--- src/rtl/matmul_result_reader_if.sv ---
// matmul_result_reader_if: multiplier handshake, result-RAM read port and output stream of the result reader
interface matmul_result_reader_if #(
  parameter int DWIDTH       = 8,
  parameter int AWIDTH       = 11,
  parameter int MAT_MUL_SIZE = 8
);
  logic                           done_mat_mul;
  logic                           clear_done;
  logic [AWIDTH-1:0]              address_mat_c;
  logic [7:0]                     address_stride_c;
  logic [MAT_MUL_SIZE-1:0]        validity_mask_a_rows;
  logic [MAT_MUL_SIZE-1:0]        validity_mask_b_cols;
  logic [AWIDTH-1:0]              bram_addr;
  logic                           bram_en;
  logic [MAT_MUL_SIZE*DWIDTH-1:0] bram_rdata;
  logic [DWIDTH-1:0]              out_data;
  logic                           out_valid;
  logic                           out_ready;
  logic                           out_last;
  logic                           busy;
  modport master (
    input  done_mat_mul, address_mat_c, address_stride_c, validity_mask_a_rows,
           validity_mask_b_cols, bram_rdata, out_ready,
    output clear_done, bram_addr, bram_en, out_data, out_valid, out_last, busy
  );
  modport slave (
    output done_mat_mul, address_mat_c, address_stride_c, validity_mask_a_rows,
           validity_mask_b_cols, bram_rdata, out_ready,
    input  clear_done, bram_addr, bram_en, out_data, out_valid, out_last, busy
  );
endinterface

--- src/rtl/matmul_result_reader.sv ---
// matmul_result_reader: reads the valid rows of matrix C from result RAM and streams the valid elements in row-major order
module matmul_result_reader #(
  parameter int DWIDTH       = 8,
  parameter int AWIDTH       = 11,
  parameter int MAT_MUL_SIZE = 8
) (
  input logic                   clk,
  input logic                   reset,
  matmul_result_reader_if.master m
);
  localparam int IW = MAT_MUL_SIZE > 1 ? $clog2(MAT_MUL_SIZE) : 1;
  localparam int PW = AWIDTH + IW + 9;
  typedef enum logic [2:0] {IDLE, READ, WAIT, STREAM, CLEAR} state_t;
  state_t                         r_state;
  logic [AWIDTH-1:0]              r_base;
  logic [7:0]                     r_stride;
  logic [MAT_MUL_SIZE-1:0]        r_rmask;
  logic [MAT_MUL_SIZE-1:0]        r_cmask;
  logic [IW-1:0]                  r_row;
  logic [IW-1:0]                  r_col;
  logic [MAT_MUL_SIZE*DWIDTH-1:0] r_buf;
  logic [IW:0]                    w_row0;
  logic [IW:0]                    w_nrow;
  logic [IW:0]                    w_col0;
  logic [IW:0]                    w_ncol;
  logic [IW:0]                    w_after;
  logic [IW-1:0]                  w_col;
  logic                           w_last;
  // {found, index} of the lowest set bit of mask at or above start
  function automatic logic [IW:0] find_from(input logic [MAT_MUL_SIZE-1:0] mask, input int start);
    logic [IW:0] r;
    r = '0;
    for (int i = MAT_MUL_SIZE - 1; i >= 0; i--)
      if (mask[i] && i >= start) r = {1'b1, IW'(i)};
    return r;
  endfunction
  function automatic logic [AWIDTH-1:0] row_addr(input logic [AWIDTH-1:0] base,
                                                 input logic [7:0] stride, input logic [IW-1:0] row);
    logic [PW-1:0] t;
    t = PW'(base) + PW'(stride) * PW'(row);
    return t[AWIDTH-1:0];
  endfunction
  always_comb begin
    w_row0  = find_from(m.validity_mask_a_rows, 0);
    w_nrow  = find_from(r_rmask, int'(r_row) + 1);
    w_col0  = find_from(r_cmask, 0);
    w_ncol  = find_from(r_cmask, int'(r_col) + 1);
    w_col   = r_state == WAIT ? w_col0[IW-1:0] : w_ncol[IW-1:0];
    w_after = find_from(r_cmask, int'(w_col) + 1);
    w_last  = !w_after[IW] && !w_nrow[IW];
  end
  assign m.busy = r_state != IDLE;
  always_ff @(posedge clk or posedge reset) begin
    if (reset) begin
      r_state      <= IDLE;
      r_base       <= '0;
      r_stride     <= '0;
      r_rmask      <= '0;
      r_cmask      <= '0;
      r_row        <= '0;
      r_col        <= '0;
      r_buf        <= '0;
      m.bram_en    <= 1'b0;
      m.bram_addr  <= '0;
      m.out_data   <= '0;
      m.out_valid  <= 1'b0;
      m.out_last   <= 1'b0;
      m.clear_done <= 1'b0;
    end else begin
      case (r_state)
        IDLE: if (m.done_mat_mul) begin
          r_base   <= m.address_mat_c;
          r_stride <= m.address_stride_c;
          r_rmask  <= m.validity_mask_a_rows;
          r_cmask  <= m.validity_mask_b_cols;
          if (m.validity_mask_a_rows == '0 || m.validity_mask_b_cols == '0) begin
            m.clear_done <= 1'b1;
            r_state      <= CLEAR;
          end else begin
            r_row       <= w_row0[IW-1:0];
            m.bram_en   <= 1'b1;
            m.bram_addr <= row_addr(m.address_mat_c, m.address_stride_c, w_row0[IW-1:0]);
            r_state     <= READ;
          end
        end
        READ: begin
          m.bram_en <= 1'b0;
          r_state   <= WAIT;
        end
        WAIT: begin
          r_buf       <= m.bram_rdata;
          r_col       <= w_col;
          m.out_data  <= m.bram_rdata[w_col*DWIDTH +: DWIDTH];
          m.out_valid <= 1'b1;
          m.out_last  <= w_last;
          r_state     <= STREAM;
        end
        STREAM: if (m.out_ready) begin
          if (w_ncol[IW]) begin
            r_col      <= w_col;
            m.out_data <= r_buf[w_col*DWIDTH +: DWIDTH];
            m.out_last <= w_last;
          end else begin
            m.out_valid <= 1'b0;
            m.out_last  <= 1'b0;
            if (w_nrow[IW]) begin
              r_row       <= w_nrow[IW-1:0];
              m.bram_en   <= 1'b1;
              m.bram_addr <= row_addr(r_base, r_stride, w_nrow[IW-1:0]);
              r_state     <= READ;
            end else begin
              m.clear_done <= 1'b1;
              r_state      <= CLEAR;
            end
          end
        end
        CLEAR: if (!m.done_mat_mul) begin
          m.clear_done <= 1'b0;
          r_state      <= IDLE;
        end
        default: r_state <= IDLE;
      endcase
    end
  end
endmodule

--- src/flat_wrapper.sv ---
// flat-port wrapper written by rule: the top's interface ports become plain ports
module matmul_result_reader_flat 
#(
  parameter int DWIDTH       = 8,
  parameter int AWIDTH       = 11,
  parameter int MAT_MUL_SIZE = 8
)
  (clk, reset, m_done_mat_mul, m_address_mat_c, m_address_stride_c, m_validity_mask_a_rows, m_validity_mask_b_cols, m_bram_rdata, m_out_ready, m_clear_done, m_bram_addr, m_bram_en, m_out_data, m_out_valid, m_out_last, m_busy);
  matmul_result_reader_if #(.DWIDTH(DWIDTH), .AWIDTH(AWIDTH), .MAT_MUL_SIZE(MAT_MUL_SIZE)) m_i ();
  input logic clk;
  input logic reset;
  input wire logic [$bits(m_i.done_mat_mul)-1:0] m_done_mat_mul;
  input wire logic [$bits(m_i.address_mat_c)-1:0] m_address_mat_c;
  input wire logic [$bits(m_i.address_stride_c)-1:0] m_address_stride_c;
  input wire logic [$bits(m_i.validity_mask_a_rows)-1:0] m_validity_mask_a_rows;
  input wire logic [$bits(m_i.validity_mask_b_cols)-1:0] m_validity_mask_b_cols;
  input wire logic [$bits(m_i.bram_rdata)-1:0] m_bram_rdata;
  input wire logic [$bits(m_i.out_ready)-1:0] m_out_ready;
  output wire logic [$bits(m_i.clear_done)-1:0] m_clear_done;
  output wire logic [$bits(m_i.bram_addr)-1:0] m_bram_addr;
  output wire logic [$bits(m_i.bram_en)-1:0] m_bram_en;
  output wire logic [$bits(m_i.out_data)-1:0] m_out_data;
  output wire logic [$bits(m_i.out_valid)-1:0] m_out_valid;
  output wire logic [$bits(m_i.out_last)-1:0] m_out_last;
  output wire logic [$bits(m_i.busy)-1:0] m_busy;
  assign m_i.done_mat_mul = m_done_mat_mul;
  assign m_i.address_mat_c = m_address_mat_c;
  assign m_i.address_stride_c = m_address_stride_c;
  assign m_i.validity_mask_a_rows = m_validity_mask_a_rows;
  assign m_i.validity_mask_b_cols = m_validity_mask_b_cols;
  assign m_i.bram_rdata = m_bram_rdata;
  assign m_i.out_ready = m_out_ready;
  assign m_clear_done = m_i.clear_done;
  assign m_bram_addr = m_i.bram_addr;
  assign m_bram_en = m_i.bram_en;
  assign m_out_data = m_i.out_data;
  assign m_out_valid = m_i.out_valid;
  assign m_out_last = m_i.out_last;
  assign m_busy = m_i.busy;
  matmul_result_reader #(.DWIDTH(DWIDTH), .AWIDTH(AWIDTH), .MAT_MUL_SIZE(MAT_MUL_SIZE)) u_core (.clk(clk), .reset(reset), .m(m_i));
endmodule
--- config.mk ---
export PLATFORM = sky130hd
export DESIGN_NAME = matmul_result_reader_flat
export DESIGN_NICKNAME = d
export VERILOG_FILES = /design/src/rtl/matmul_result_reader_if.sv /design/src/rtl/matmul_result_reader.sv /design/src/flat_wrapper.sv
export SDC_FILE = /design/constraint.sdc
export NUM_CORES = 1
export LEC_CHECK = 0
export ABC_AREA = 1
export BUFFER_PORTS_ARGS = -buffer_cell sky130_fd_sc_hd__buf_2
export CAP_MARGIN = 20
export CORE_AREA = 2 2 124 126
export CTS_CLUSTER_DIAMETER = 120
export DETAILED_ROUTE_END_ITERATION = 8
export DIE_AREA = 0 0 126 128
export PLACE_DENSITY_LB_ADDON = 0.1
export SYNTH_ARGS = -nofsm -noshare
export SYNTH_HDL_FRONTEND = slang
export SYNTH_SLANG_ARGS = --single-unit
--- constraint.sdc ---
create_clock -name clk -period 9.4 [get_ports clk]
set_input_delay 0.94 -clock clk [delete_from_list [all_inputs] [get_ports clk]]
set_output_delay 0.94 -clock clk [all_outputs]
set_load 0.02 [all_outputs]
==> metrics.txt, run 1 <==
# TYPE chip_impl_metric gauge
chip_impl_info{name="status",value="completed"} 1
chip_impl_metric{name="effective_utilization_at_floorplan",unit="%"} 61.6
chip_impl_metric{name="multi_input_area",unit="mm^2"} 0.00494
chip_impl_metric{name="numPortBuffers",unit=""} 126
chip_impl_metric{name="setup_viol",unit=""} 0
chip_impl_metric{name="grt_use_total",unit="%"} 29.3
chip_impl_info{name="synth.top_cells.by_count",value="sky130_fd_sc_hd__nand2_1 (364), sky130_fd_sc_hd__inv_1 (179), sky130_fd_sc_hd__o21ai_0 (168), sky130_fd_sc_hd__dfrtp_1 (131), sky130_fd_sc_hd__nand3_1 (99)"} 1
chip_impl_metric{name="remaining_drc_errors",unit=""} 0
chip_impl_info{name="worst_path_most_repeated_cell",value="sky130_fd_sc_hd__nand2_1"} 1
chip_impl_metric{name="postCtsSetupBuffers",unit=""} 0
chip_impl_metric{name="cts.sinks",unit=""} 131
chip_impl_info{name="min-delay-path-class",value="flop to flop"} 1
chip_impl_metric{name="num-fill-cells",unit=""} 1288
chip_impl_metric{name="post_synth.cell_area_avg",unit="um^2"} 7.36
chip_impl_info{name="cts_tree",value="yes"} 1
chip_impl_info{name="worst_path_max_delay_cell",value="sky130_fd_sc_hd__fa_1"} 1
chip_impl_metric{name="final_antenna_net_count",unit=""} 0
chip_impl_metric{name="place.detailed.hpwl",unit="mm"} 15.9
chip_impl_metric{name="drt_pass1_iterations",unit=""} 5
chip_impl_metric{name="num_antenna_cells",unit=""} 0
chip_impl_metric{name="initial_drc_count",unit=""} 695
chip_impl_metric{name="synth-warning-count",unit=""} 0
chip_impl_metric{name="routed-via-count",unit=""} 8367
chip_impl_info{name="timing.setup.critical_path_class",value="flop to flop"} 1
chip_impl_info{name="holdPathEnd",value="u_core.m.bram_addr[5]$_DFFE_PP0P_"} 1
chip_impl_metric{name="grt_pass1_vias",unit=""} 7890
chip_impl_metric{name="reg2reg_depth",unit=""} 25
chip_impl_metric{name="globalRoute.totalOverflow",unit=""} 0
chip_impl_metric{name="vias_per_cell",unit=""} 5.42
chip_impl_metric{name="hold-path-cell-count",unit=""} 2
chip_impl_info{name="clk_root_buffer_cell",value="sky130_fd_sc_hd__clkbuf_16"} 1
chip_impl_metric{name="finish.cell_count_without_fillers",unit=""} 1545
chip_impl_metric{name="clock_skew_after_layout",unit="ps"} 9.78
chip_impl_metric{name="hold_buffers_post_cts",unit=""} 0
chip_impl_metric{name="std_cell_rows",unit=""} 45
chip_impl_metric{name="synth_seq_cells",unit=""} 131
chip_impl_metric{name="timing.reg2reg.setup_slack",unit="ps"} 4850
chip_impl_info{name="timing.rr.end",value="u_core.m.bram_addr[7]$_DFFE_PP0P_"} 1
chip_impl_metric{name="route.detailed.wl_per_inst",unit="um"} 14.7
chip_impl_metric{name="synth_edf_count",unit=""} 0
chip_impl_metric{name="detail_route.wirelength",unit="mm"} 22.7
chip_impl_metric{name="report.final.hold_viol_count",unit=""} 0
chip_impl_metric{name="layout-area-overhead-vs-synth",unit="%"} 13.8
chip_impl_metric{name="synth_largest_type_area_fraction",unit="%"} 35.8
chip_impl_info{name="rr_startpoint",value="u_core.r_row[1]$_DFFE_PP0P_"} 1
chip_impl_metric{name="number_of_placed_instances_taps_included",unit=""} 1512
chip_impl_info{name="synthDominantAreaCellType",value="sky130_fd_sc_hd__dfrtp_1"} 1
chip_impl_metric{name="synth_nets",unit=""} 1416
chip_impl_metric{name="postSynth.asyncResetShare",unit="%"} 100
chip_impl_info{name="cp-start-kind",value="flop"} 1
chip_impl_metric{name="grt_first_pass_wirelength",unit="mm"} 38.1
chip_impl_metric{name="final.period_utilization",unit="%"} 48.5
chip_impl_info{name="kind_of_capture_point_of_the_worst_setup_path",value="flop"} 1
chip_impl_metric{name="total_buffers_and_inverters_traversed_by_the_critical_path",unit=""} 6
chip_impl_metric{name="stdcell_area",unit="mm^2"} 0.0104
chip_impl_metric{name="cts_buffers",unit=""} 17
chip_impl_info{name="synthFlopType",value="sky130_fd_sc_hd__dfrtp_1"} 1
chip_impl_metric{name="relative_slew_slack",unit="%"} 34.6
chip_impl_metric{name="synthesis.instances",unit=""} 1245
chip_impl_metric{name="grt_start_max_net_pins",unit=""} 80
chip_impl_metric{name="ratio_of_cells_with_drive_above_1_in_the_final_layout",unit="%"} 16.8
chip_impl_metric{name="drv_cap",unit=""} 0
chip_impl_metric{name="path_max_fanout",unit=""} 7
chip_impl_info{name="synth_area_leaders",value="sky130_fd_sc_hd__dfrtp_1 (36%), sky130_fd_sc_hd__nand2_1 (15%), sky130_fd_sc_hd__o21ai_0 (9.2%), sky130_fd_sc_hd__inv_1 (7.3%), sky130_fd_sc_hd__fa_1 (6.6%)"} 1
chip_impl_info{name="most_used_standard_cell_by_instance_count_after_synthesis",value="sky130_fd_sc_hd__nand2_1"} 1
chip_impl_metric{name="clk_latency",unit="ps"} 420
chip_impl_metric{name="floorplan.die_area",unit="mm^2"} 0.0161
chip_impl_metric{name="cts_htree_levels",unit=""} 4
chip_impl_metric{name="cpPeakStageDelay",unit="ps"} 510
chip_impl_metric{name="required",unit="ps"} 9750
chip_impl_info{name="min_from",value="u_core.m.bram_addr[5]$_DFFE_PP0P_"} 1
chip_impl_metric{name="boundaryPins",unit=""} 127
chip_impl_metric{name="timing.final.crit_period",unit="ps"} 4550
chip_impl_metric{name="dpl_cell_area",unit="mm^2"} 0.00983
chip_impl_metric{name="slew_viol_final",unit=""} 0
chip_impl_metric{name="fmaxAchievable",unit="MHz"} 220
chip_impl_metric{name="register_area",unit="mm^2"} 0.00328
chip_impl_metric{name="post_synth_instance_area",unit="mm^2"} 0.00916
chip_impl_metric{name="coreArea",unit="mm^2"} 0.0149
chip_impl_info{name="rsz_0062_raised_after_global_routing",value="false"} 1
chip_impl_metric{name="clk_transition_reported_paths",unit="ps"} 60
chip_impl_info{name="cpLargestDelayFamily",value="adder cells"} 1
chip_impl_metric{name="post_cts_sizing",unit=""} 0
chip_impl_metric{name="grt_antenna_before_repair",unit=""} 1
chip_impl_metric{name="setup_total_negative_slack",unit="ps"} 0
chip_impl_metric{name="layout.nets",unit=""} 1515
chip_impl_metric{name="fin_worst_hold_slack",unit="ps"} 475
chip_impl_metric{name="ys_types",unit=""} 47
chip_impl_metric{name="globalplace.congestion",unit=""} 0.897
chip_impl_metric{name="worstPathArrival",unit="ps"} 4900
chip_impl_metric{name="part_of_the_yosys_area_used_for_sequential_elements",unit="%"} 35.8
chip_impl_metric{name="fp.dieW",unit="um"} 126
chip_impl_metric{name="tightest_pin_transition",unit="ps"} 980
chip_impl_metric{name="clock_path_buffers",unit=""} 2
chip_impl_metric{name="die_height",unit="um"} 128
[layer usage]
metal / wire [um] / share of wire (%) / vias up / GRT usage [%]
met5: 13 / 0.057 / - / 0
met4: 322 / 1.4 / 2 / 8.27
met3: 1400 / 6.1 / 30 / 5.93
met2: 10600 / 47 / 245 / 45.5
met1: 10400 / 46 / 3944 / 42.1
li1: - / - / 4146 / -
[worst reg2reg max path, delay by kind of cell (launching register included)]
| kind | cells | cell delay, ps |
|---|---|---|
| AO/OA/AOI/OAI | 4 | 740 |
| XOR/XNOR | 1 | 140 |
| adder cells (fa/ha/maj) | 4 | 1740 |
| buffers and inverters | 6 | 490 |
| flip-flops | 1 | 400 |
| AND/OR/NAND/NOR | 10 | 960 |
[registers in the layout, indices dropped and copies added (netlist names)]
signal               flops
u_core.m.out_valid       1
u_core.m.out_data        8
u_core.r_col             3
u_core.m.out_last        1
u_core.m.bram_en         1
u_core.r_rmask           8
u_core.r_base           11
u_core.r_state           3
u_core.r_cmask           8
u_core.m.clear_done      1
u_core.r_buf            64
u_core.m.bram_addr      11
u_core.r_stride          8
u_core.r_row             3
[cell type report]
type | count | share of cell area, %
inverter | 188 | 6.79
sequential | 131 | 31.4
multi-input combinational | 874 | 47.4
clock buffer | 18 | 4.21
tap | 188 | 2.26
clock inverter | 14 | 1.33
timing repair buffer | 132 | 6.60
[stage by stage]
step | setup WS [ps] | utilization (%)
2_1_floorplan | 4960 | -
3_3_place_gp | 4940 | 66.1
3_5_place_dp | 4790 | 66.1
4_1_cts | 4840 | 70.0
5_1_grt | 4410 | 70.2
6_report | 4850 | 70.2
[cells by family after synthesis]
family / count (synthesis) / share of synthesized area, %
AND/OR/NAND/NOR: 556 / 25.9
buffers and inverters: 240 / 10.4
AO/OA/AOI/OAI: 229 / 13.8
flip-flops: 131 / 35.8
adder cells (fa/ha/maj): 68 / 11.7
multiplexers: 14 / 1.72
XOR/XNOR: 7 / 0.669
[how the worst max path moves through the flow]
stage / from / end / slack, ps / cells past startpoint
after floorplan: reset / u_core.m.bram_addr[0]$_DFFE_PP0P_ / 4960 / 1
after global placement: m_validity_mask_a_rows[1] / u_core.m.bram_addr[7]$_DFFE_PP0P_ / 4940 / 19
after detailed placement: m_validity_mask_a_rows[1] / u_core.m.bram_addr[7]$_DFFE_PP0P_ / 4790 / 19
after CTS: u_core.r_row[1]$_DFFE_PP0P_ / u_core.m.bram_addr[7]$_DFFE_PP0P_ / 4840 / 25
after global routing: u_core.r_row[1]$_DFFE_PP0P_ / u_core.m.bram_addr[7]$_DFFE_PP0P_ / 4410 / 25
final: u_core.r_row[1]$_DFFE_PP0P_ / u_core.m.bram_addr[7]$_DFFE_PP0P_ / 4850 / 25
[cell usage in the layout (no fill, tap or decap), types with 3 or more instances in the layout]
cell,Yosys,final
sky130_fd_sc_hd__o22ai_1,3,3
sky130_fd_sc_hd__nor2_1,52,52
sky130_fd_sc_hd__o211ai_1,4,4
sky130_fd_sc_hd__mux2_2,14,14
sky130_fd_sc_hd__o21ai_2,3,3
sky130_fd_sc_hd__nand2_1,364,364
sky130_fd_sc_hd__xnor2_1,4,4
sky130_fd_sc_hd__o21ai_1,6,6
sky130_fd_sc_hd__a21oi_1,26,26
sky130_fd_sc_hd__dfrtp_1,131,131
sky130_fd_sc_hd__nor3_1,4,4
sky130_fd_sc_hd__nand2_2,11,11
sky130_fd_sc_hd__nand2_4,3,3
sky130_fd_sc_hd__nand4_1,5,5
sky130_fd_sc_hd__nor2_4,2,3
sky130_fd_sc_hd__buf_2,14,126
sky130_fd_sc_hd__nand3_1,99,99
sky130_fd_sc_hd__clkbuf_16,0,17
sky130_fd_sc_hd__fa_1,30,30
sky130_fd_sc_hd__xor2_1,3,3
sky130_fd_sc_hd__clkinv_2,0,5
sky130_fd_sc_hd__a31oi_2,3,3
sky130_fd_sc_hd__buf_4,3,5
sky130_fd_sc_hd__nor2_2,7,6
sky130_fd_sc_hd__o21ai_0,168,168
sky130_fd_sc_hd__inv_1,179,178
sky130_fd_sc_hd__ha_1,38,38
sky130_fd_sc_hd__a31oi_1,4,4
sky130_fd_sc_hd__clkinvlp_4,0,6
sky130_fd_sc_hd__inv_2,9,9
Power of run 1 is left out: the tool's default activity adds up to more than one toggle a clock period on the data nets, which glitch-free logic cannot reach.
==> inputs of run 2 (changes only) <==
ABC_AREA = 0   (was 1)
CORE_AREA = 2 2 125 127   (was 2 2 124 126)
DIE_AREA = 0 0 127 129   (was 0 0 126 128)
clock period = 4.2 ns   (was 9.4 ns; I/O delays follow)
==> run 2 against run 1 <==
- the flow now finishes with violations (negative setup slack)
- critical path depth decreased by 5
- routed wire length down 0.72%
- design area rose by 1.0%
- non-clock buffer count rose by 44
- register-to-register slack worse by 5100 ps
- final cell count is 18% lower
- via count fell by 13%
- largest cell class unchanged
- highest routed layer is now met4
==> metrics.txt, run 2 <==
# TYPE chip_impl_metric gauge
chip_impl_metric{name="routed-via-count",unit=""} 7244
chip_impl_info{name="cts_tree",value="yes"} 1
chip_impl_metric{name="path_max_fanout",unit=""} 5
chip_impl_metric{name="cts_buffers",unit=""} 17
chip_impl_metric{name="vias_per_cell",unit=""} 5.73
chip_impl_metric{name="stdcell_area",unit="mm^2"} 0.0105
chip_impl_info{name="path_cells",value="ha_4 > xnor2_4 > nand2b_4 > and3_1 > a31oi_1 > a21oi_1 > o221a_2 > buf_6 > nand2_2 > fa_1 > inv_1 > fa_1 > ha_4 > a21oi_2 > o21bai_2 > a2111oi_4 > o41ai_2 > xnor2_1 > a21oi_1 > a21oi_1"} 1
chip_impl_metric{name="std_cell_rows",unit=""} 45
chip_impl_metric{name="boundaryPins",unit=""} 127
chip_impl_info{name="rr_startpoint",value="u_core.r_row[0]$_DFFE_PP0P_"} 1
chip_impl_metric{name="number_of_placed_instances_taps_included",unit=""} 1227
chip_impl_info{name="min-delay-path-class",value="primary input to async pin"} 1
chip_impl_metric{name="grt_antenna_before_repair",unit=""} 0
chip_impl_metric{name="grt_start_max_net_pins",unit=""} 80
chip_impl_metric{name="hold_buffers_post_cts",unit=""} 0
chip_impl_metric{name="cts_htree_levels",unit=""} 4
chip_impl_info{name="synth_area_leaders",value="sky130_fd_sc_hd__dfrtp_1 (38%), sky130_fd_sc_hd__nand2_1 (12%), sky130_fd_sc_hd__mux4_2 (7.6%), sky130_fd_sc_hd__fa_1 (7.0%), sky130_fd_sc_hd__ha_1 (5.5%)"} 1
chip_impl_metric{name="place.detailed.hpwl",unit="mm"} 15.7
chip_impl_metric{name="grt_pass1_vias",unit=""} 7260
chip_impl_info{name="synth.top_cells.by_count",value="sky130_fd_sc_hd__nand2_1 (285), sky130_fd_sc_hd__dfrtp_1 (131), sky130_fd_sc_hd__inv_1 (53), sky130_fd_sc_hd__nor2_1 (42), sky130_fd_sc_hd__ha_1 (38)"} 1
chip_impl_info{name="cp-start-kind",value="flop"} 1
chip_impl_metric{name="report.final.hold_viol_count",unit=""} 0
chip_impl_info{name="most_used_standard_cell_by_instance_count_after_synthesis",value="sky130_fd_sc_hd__nand2_1"} 1
chip_impl_metric{name="grt_first_pass_wirelength",unit="mm"} 35.6
chip_impl_info{name="mostFrequentLayoutCell",value="sky130_fd_sc_hd__nand2_1"} 1
chip_impl_metric{name="finish.cell_count_without_fillers",unit=""} 1264
chip_impl_info{name="rsz_0062_raised_after_global_routing",value="true"} 1
chip_impl_metric{name="largest_register_ff_count",unit=""} 64
chip_impl_metric{name="post_synth_instance_area",unit="mm^2"} 0.00861
chip_impl_metric{name="grt_use_total",unit="%"} 28.2
chip_impl_metric{name="layout.core_utilization",unit="%"} 70.3
chip_impl_info{name="synthDominantAreaCellType",value="sky130_fd_sc_hd__dfrtp_1"} 1
chip_impl_info{name="status",value="finished, violations left"} 1
chip_impl_metric{name="dpl_cell_area",unit="mm^2"} 0.00966
chip_impl_metric{name="synth-warning-count",unit=""} 0
chip_impl_metric{name="num-fill-cells",unit=""} 1162
chip_impl_metric{name="num_antenna_cells",unit=""} 0
chip_impl_metric{name="detailedPlace.worstSlack",unit="ps"} -257
chip_impl_info{name="violated_checks",value="negative setup slack"} 1
chip_impl_metric{name="tightest_pin_transition",unit="ps"} 980
chip_impl_metric{name="coreArea",unit="mm^2"} 0.0150
chip_impl_metric{name="clock_path_buffers",unit=""} 2
chip_impl_metric{name="fmaxAchievable",unit="MHz"} 226
chip_impl_info{name="cpLargestDelayFamily",value="adder cells"} 1
chip_impl_metric{name="detail_route.wirelength",unit="mm"} 22.6
chip_impl_metric{name="clk_latency",unit="ps"} 430
chip_impl_metric{name="floorplan.die_area",unit="mm^2"} 0.0164
chip_impl_metric{name="relative_slew_slack",unit="%"} 34.6
chip_impl_metric{name="total_buffers_and_inverters_traversed_by_the_critical_path",unit=""} 2
chip_impl_metric{name="setup_viol",unit=""} 6
chip_impl_metric{name="fp.dieW",unit="um"} 127
chip_impl_metric{name="synthesis.instances",unit=""} 908
chip_impl_metric{name="synth_edf_count",unit=""} 0
chip_impl_info{name="worst_path_max_delay_cell",value="sky130_fd_sc_hd__fa_1"} 1
chip_impl_metric{name="ratio_of_cells_with_drive_above_1_in_the_final_layout",unit="%"} 30.5
chip_impl_info{name="worst_path_most_repeated_cell",value="sky130_fd_sc_hd__a21oi_1"} 1
chip_impl_metric{name="post_synth.cell_area_avg",unit="um^2"} 9.48
chip_impl_metric{name="initial_drc_count",unit=""} 520
chip_impl_metric{name="cpPeakStageDelay",unit="ps"} 560
chip_impl_metric{name="die_height",unit="um"} 129
chip_impl_metric{name="layout_setup_ws",unit="ps"} -231
chip_impl_metric{name="worstPathArrival",unit="ps"} 4740
chip_impl_metric{name="effective_utilization_at_floorplan",unit="%"} 57.5
chip_impl_metric{name="part_of_the_yosys_area_used_for_sequential_elements",unit="%"} 38.1
chip_impl_metric{name="synth_seq_cells",unit=""} 131
chip_impl_info{name="final_cell_mix",value="sky130_fd_sc_hd__nand2_1 (281), sky130_fd_sc_hd__dfrtp_1 (129), sky130_fd_sc_hd__buf_2 (126)"} 1
chip_impl_metric{name="clk_transition_reported_paths",unit="ps"} 60
chip_impl_metric{name="register_area",unit="mm^2"} 0.00328
chip_impl_metric{name="multi_input_area",unit="mm^2"} 0.00520
chip_impl_metric{name="drv_cap",unit=""} 0
chip_impl_metric{name="synth_largest_type_area_fraction",unit="%"} 38.1
chip_impl_metric{name="route.detailed.wl_per_inst",unit="um"} 17.9
chip_impl_info{name="clk_root_buffer_cell",value="sky130_fd_sc_hd__clkbuf_16"} 1
chip_impl_info{name="registers.top_by_ff_count",value="u_core.r_buf"} 1
chip_impl_metric{name="drt_pass1_iterations",unit=""} 6
chip_impl_metric{name="path_depth",unit=""} 20
chip_impl_metric{name="slew_viol_final",unit=""} 0
chip_impl_info{name="timing.critical_path.from",value="u_core.r_row[0]$_DFFE_PP0P_"} 1
chip_impl_metric{name="final.period_utilization",unit="%"} 106
chip_impl_metric{name="required",unit="ps"} 4510
chip_impl_metric{name="timing.final.crit_period",unit="ps"} 4430
chip_impl_metric{name="reg2reg_depth",unit=""} 20
chip_impl_metric{name="remaining_drc_errors",unit=""} 0
chip_impl_metric{name="synth_nets",unit=""} 1079
chip_impl_info{name="biggestRegsByFlops",value="u_core.r_buf: 64 flops, u_core.m.bram_addr: 11 flops, u_core.r_base: 11 flops"} 1
chip_impl_info{name="synthFlopType",value="sky130_fd_sc_hd__dfrtp_1"} 1
chip_impl_metric{name="globalRoute.totalOverflow",unit=""} 0
chip_impl_metric{name="final_antenna_net_count",unit=""} 0
chip_impl_metric{name="postSynth.asyncResetShare",unit="%"} 100
chip_impl_info{name="timing.setup.critical_path_class",value="flop to flop"} 1
chip_impl_metric{name="globalplace.congestion",unit=""} 0.865
chip_impl_metric{name="clock_skew_after_layout",unit="ps"} 5.74
chip_impl_metric{name="ys_types",unit=""} 67
chip_impl_info{name="kind_of_capture_point_of_the_worst_setup_path",value="flop"} 1
chip_impl_metric{name="cts.sinks",unit=""} 131
chip_impl_metric{name="layout-area-overhead-vs-synth",unit="%"} 22.3
chip_impl_metric{name="numPortBuffers",unit=""} 126
chip_impl_metric{name="layout.nets",unit=""} 1235
==> run 2: cell types whose count changed after synthesis, sizes merged, moves of 8 or more <==
cell    change
xnor2       +8
mux2       +18
clkbuf     -13
o21ai     -153
a22oi      +13
mux4       +32
and2       +12
inv       -132
nand2      -93
nor3        +8
nand2b      +8
nand3      -87
nor2       -21
==> run 2: area by class of cell <==
class / instances / share of cell area [%]
Timing Repair Buffer: 176 / 9.66
Clock buffer: 20 / 4.34
Tap cell: 188 / 2.23
Multi-Input combinational cell: 682 / 49.4
Clock inverter: 11 / 1.22
Sequential cell: 131 / 31.1
Inverter: 56 / 2.04
==> run 2: cells by family (layout without fill, tap and decap cells) <==
group / after synthesis / after routing / synth area share, %
flip-flops: 131 / 131 / 38.1
multiplexers: 67 / 67 / 13.0
AND/OR/NAND/NOR: 394 / 394 / 19.2
XOR/XNOR: 21 / 21 / 2.14
adder cells (fa/ha/maj): 68 / 68 / 12.5
AO/OA/AOI/OAI: 132 / 132 / 10.5
buffers and inverters: 95 / 263 / 4.52
==> run 2: worst register-to-register path: cells and delay by family, from the launching register on <==
kind,cells,cell delay (ps)
XOR/XNOR,2,320
AND/OR/NAND/NOR,3,380
AO/OA/AOI/OAI,9,1460
adder cells (fa/ha/maj),4,1520
flip-flops,1,450
buffers and inverters,2,190
==> run 2: per-stage QoR <==
stage,hold slack [ps],setup TNS (ps)
finish,130,-870
global route,192,-2060
CTS,157,-247
detailed placement,457,-903
global placement,451,-512
floorplan,438,0
==> run 2: what timing repair did <==
| action | in CTS | in global routing |
|---|---|---|
| pin swaps | 5 | 22 |
| setup endpoints to repair | 5 | 7 |
| buffers inserted | 3 | 3 |
| cloned | 0 | 0 |
| endpoints found under the hold margin | 0 | 0 |
| resized for setup | 25 | 22 |
==> run 2: final timing paths <==
| path | endpoint | slack, ps |
|---|---|---|
| worst max-delay path | u_core.m.bram_addr[10]$_DFFE_PP0P_ | -230 |
| worst min-delay path | u_core.m.bram_addr[7]$_DFFE_PP0P_ | 130 |
| worst max register to register | u_core.m.bram_addr[10]$_DFFE_PP0P_ | -230 |
| worst min register to register | u_core.r_buf[8]$_DFFE_PP0P_ | 470 |
| max in group asynchronous | u_core.r_buf[50]$_DFFE_PP0P_ | 3190 |
| min in group clk | u_core.r_buf[61]$_DFFE_PP0P_ | 190 |
==> run 2: routing by layer <==
layer	track usage, %	vias up	wire [um]
met5	0	-	0
met3	6.03	41	1350
met2	48.6	257	11500
li1	-	3392	-
met4	9.83	0	504
met1	35.5	3554	9210
Power of run 2 is left out for the same reason.
==> inputs of run 3 (changes only) <==
CORE_AREA = 2 2 103 155   (was 2 2 125 127)
DIE_AREA = 0 0 105 157   (was 0 0 127 129)
==> run 3 against run 2 <==
- the flow still finishes with violations (negative setup slack)
- fmax rose by 0.94%
- first-iteration DRC count fell by 31%
- clock skew rose by 2.3 ps
- via count fell by 1.2%
- largest cell class unchanged
==> metrics.txt, run 3 (same netlist as run 2, synthesis figures left out) <==
# TYPE chip_impl_metric gauge
chip_impl_metric{name="grt_first_pass_wirelength",unit="mm"} 36.3
chip_impl_metric{name="layout_setup_ws",unit="ps"} -190
chip_impl_metric{name="path_max_fanout",unit=""} 4
chip_impl_metric{name="fp.dieW",unit="um"} 105
chip_impl_metric{name="grt_start_max_net_pins",unit=""} 70
chip_impl_metric{name="worstPathArrival",unit="ps"} 4720
chip_impl_metric{name="multi_input_area",unit="mm^2"} 0.00518
chip_impl_metric{name="globalplace.congestion",unit=""} 0.890
chip_impl_info{name="timing.setup.critical_path_class",value="flop to flop"} 1
chip_impl_metric{name="vias_per_cell",unit=""} 5.59
chip_impl_info{name="rr_startpoint",value="u_core.r_row[0]$_DFFE_PP0P_"} 1
chip_impl_metric{name="final_antenna_net_count",unit=""} 0
chip_impl_metric{name="reg2reg_depth",unit=""} 19
chip_impl_info{name="violated_checks",value="negative setup slack"} 1
chip_impl_info{name="timing.critical_path.from",value="u_core.r_row[0]$_DFFE_PP0P_"} 1
chip_impl_metric{name="drv_cap",unit=""} 0
chip_impl_metric{name="route.detailed.wl_per_inst",unit="um"} 17.4
chip_impl_metric{name="hold_buffers_post_cts",unit=""} 0
chip_impl_metric{name="layout.nets",unit=""} 1238
chip_impl_metric{name="tightest_pin_transition",unit="ps"} 900
chip_impl_metric{name="std_cell_rows",unit=""} 55
chip_impl_metric{name="clock_path_buffers",unit=""} 2
chip_impl_metric{name="timing.reg2reg.setup_slack",unit="ps"} -190
chip_impl_metric{name="clock_skew_after_layout",unit="ps"} 8.00
chip_impl_metric{name="clk_latency",unit="ps"} 410
chip_impl_metric{name="cts.sinks",unit=""} 131
chip_impl_metric{name="detailedPlace.worstSlack",unit="ps"} -224
chip_impl_metric{name="clk_transition_reported_paths",unit="ps"} 60
chip_impl_metric{name="grt_pass1_vias",unit=""} 7389
chip_impl_metric{name="initial_drc_count",unit=""} 357
chip_impl_metric{name="fmaxAchievable",unit="MHz"} 228
chip_impl_metric{name="final.period_utilization",unit="%"} 105
chip_impl_metric{name="relative_slew_slack",unit="%"} 39.9
chip_impl_metric{name="floorplan.die_area",unit="mm^2"} 0.0165
chip_impl_info{name="registers.top_by_ff_count",value="u_core.r_buf"} 1
chip_impl_metric{name="layout-area-overhead-vs-synth",unit="%"} 22.5
chip_impl_metric{name="report.final.hold_viol_count",unit=""} 0
chip_impl_metric{name="ratio_of_cells_with_drive_above_1_in_the_final_layout",unit="%"} 30.4
chip_impl_info{name="status",value="finished, violations left"} 1
chip_impl_metric{name="required",unit="ps"} 4530
chip_impl_metric{name="grt_antenna_before_repair",unit=""} 3
chip_impl_metric{name="detail_route.wirelength",unit="mm"} 22.3
chip_impl_metric{name="routed-via-count",unit=""} 7154
chip_impl_metric{name="globalRoute.totalOverflow",unit=""} 0
chip_impl_metric{name="place.detailed.hpwl",unit="mm"} 16.4
chip_impl_info{name="kind_of_capture_point_of_the_worst_setup_path",value="flop"} 1
chip_impl_info{name="min-delay-path-class",value="primary input to async pin"} 1
chip_impl_info{name="rsz_0062_raised_after_global_routing",value="true"} 1
chip_impl_metric{name="cts_htree_levels",unit=""} 4
chip_impl_metric{name="coreArea",unit="mm^2"} 0.0150
chip_impl_metric{name="drt_pass1_iterations",unit=""} 5
chip_impl_metric{name="grt_use_total",unit="%"} 28.2
chip_impl_info{name="timing.rr.end",value="u_core.m.bram_addr[8]$_DFFE_PP0P_"} 1
chip_impl_info{name="final_cell_mix",value="sky130_fd_sc_hd__nand2_1 (282), sky130_fd_sc_hd__dfrtp_1 (129), sky130_fd_sc_hd__buf_2 (126)"} 1
chip_impl_metric{name="boundaryPins",unit=""} 127
chip_impl_metric{name="setup_viol",unit=""} 6
chip_impl_metric{name="timing.final.crit_period",unit="ps"} 4390
chip_impl_info{name="clk_root_buffer_cell",value="sky130_fd_sc_hd__clkbuf_16"} 1
chip_impl_metric{name="register_area",unit="mm^2"} 0.00328
chip_impl_info{name="biggestRegsByFlops",value="u_core.r_buf: 64 flops, u_core.m.bram_addr: 11 flops, u_core.r_base: 11 flops"} 1
chip_impl_info{name="cts_tree",value="yes"} 1
chip_impl_metric{name="remaining_drc_errors",unit=""} 0
chip_impl_metric{name="num-fill-cells",unit=""} 1233
chip_impl_metric{name="numPortBuffers",unit=""} 126
chip_impl_metric{name="slew_viol_final",unit=""} 0
chip_impl_metric{name="effective_utilization_at_floorplan",unit="%"} 57.4
chip_impl_info{name="cp-start-kind",value="flop"} 1
chip_impl_metric{name="cts_buffers",unit=""} 17
chip_impl_info{name="mostFrequentLayoutCell",value="sky130_fd_sc_hd__nand2_1"} 1
chip_impl_info{name="crit_end",value="u_core.m.bram_addr[8]$_DFFE_PP0P_"} 1
chip_impl_metric{name="largest_register_ff_count",unit=""} 64
chip_impl_metric{name="die_height",unit="um"} 157
run 3: cell count changes in the layout (fill, tap and decap cells not counted), moves of 2 or more:
| cell | before | now |
|---|---|---|
| sky130_fd_sc_hd__inv_1 | 47 | 49 |
| sky130_fd_sc_hd__clkinvlp_4 | 2 | 4 |
| sky130_fd_sc_hd__inv_2 | 8 | 6 |
| sky130_fd_sc_hd__ha_2 | 0 | 2 |
| sky130_fd_sc_hd__a21oi_2 | 8 | 5 |
| sky130_fd_sc_hd__ha_4 | 8 | 5 |
| sky130_fd_sc_hd__a21oi_1 | 26 | 28 |
| sky130_fd_sc_hd__buf_4 | 47 | 51 |
run 3: layout make-up:
type / instances / area share [%]
clock inverters: 14 / 1.45
repair buffers: 179 / 9.82
diodes: 1 / 0.0237
multi-input cells: 682 / 49.1
well taps: 199 / 2.36
inverters: 56 / 2.04
clock buffers: 18 / 4.16
flip-flops and latches: 131 / 31.1
run 3: how the worst min path moves through the flow:
stage	startpoint	to	cells past startpoint
after floorplan	u_core.r_buf[1]$_DFFE_PP0P_	u_core.r_buf[1]$_DFFE_PP0P_	2
after global placement	u_core.r_buf[28]$_DFFE_PP0P_	u_core.r_buf[28]$_DFFE_PP0P_	2
after detailed placement	u_core.r_buf[9]$_DFFE_PP0P_	u_core.r_buf[9]$_DFFE_PP0P_	2
after CTS	reset	u_core.r_buf[29]$_DFFE_PP0P_	2
after global routing	reset	u_core.r_buf[21]$_DFFE_PP0P_	2
final	reset	u_core.r_buf[21]$_DFFE_PP0P_	2
run 3: metrics by stage:
step	TNS [ps]	utilization [%]	std cells	hold WS [ps]	area [um^2]
after floorplan	0	-	908	438	8630
after global placement	-480	64.5	1238	450	9680
after detailed placement	-754	64.5	1238	455	9680
after CTS	-568	69.6	1278	114	10400
after global routing	-1990	70.4	1280	145	10600
final	-819	70.4	1280	88.0	10600
run 3: what timing repair did:
action / in CTS / in global routing
endpoints found under the setup margin: 5 / 8
buffers inserted: 8 / 1
resized for setup: 20 / 23
pin swaps: 19 / 20
run 3: per-layer routing:
metal	global-route usage, %	part of all wire (%)
met2	51.4	53
met5	0	0.10
met4	12.4	3.6
met3	4.80	4.2
met1	32.4	39
run 3: critical path: stages (launching register included):
cell                        delay [ps]
sky130_fd_sc_hd__dfrtp_2           450
sky130_fd_sc_hd__ha_4              200
sky130_fd_sc_hd__xnor2_4           130
sky130_fd_sc_hd__nand2b_4          150
sky130_fd_sc_hd__a32o_2            260
sky130_fd_sc_hd__o22ai_1           170
sky130_fd_sc_hd__o211a_1           250
sky130_fd_sc_hd__nand2_2            80
sky130_fd_sc_hd__fa_1              490
sky130_fd_sc_hd__fa_1              500
sky130_fd_sc_hd__inv_2              60
sky130_fd_sc_hd__ha_4              220
sky130_fd_sc_hd__a21o_1            180
sky130_fd_sc_hd__a21oi_4           200
sky130_fd_sc_hd__o21bai_4           90
sky130_fd_sc_hd__a2111oi_4         390
sky130_fd_sc_hd__nor3_2             80
sky130_fd_sc_hd__xor2_1            150
sky130_fd_sc_hd__nand2_1            70
sky130_fd_sc_hd__a31oi_1           180
Power of run 3 is left out for the same reason.
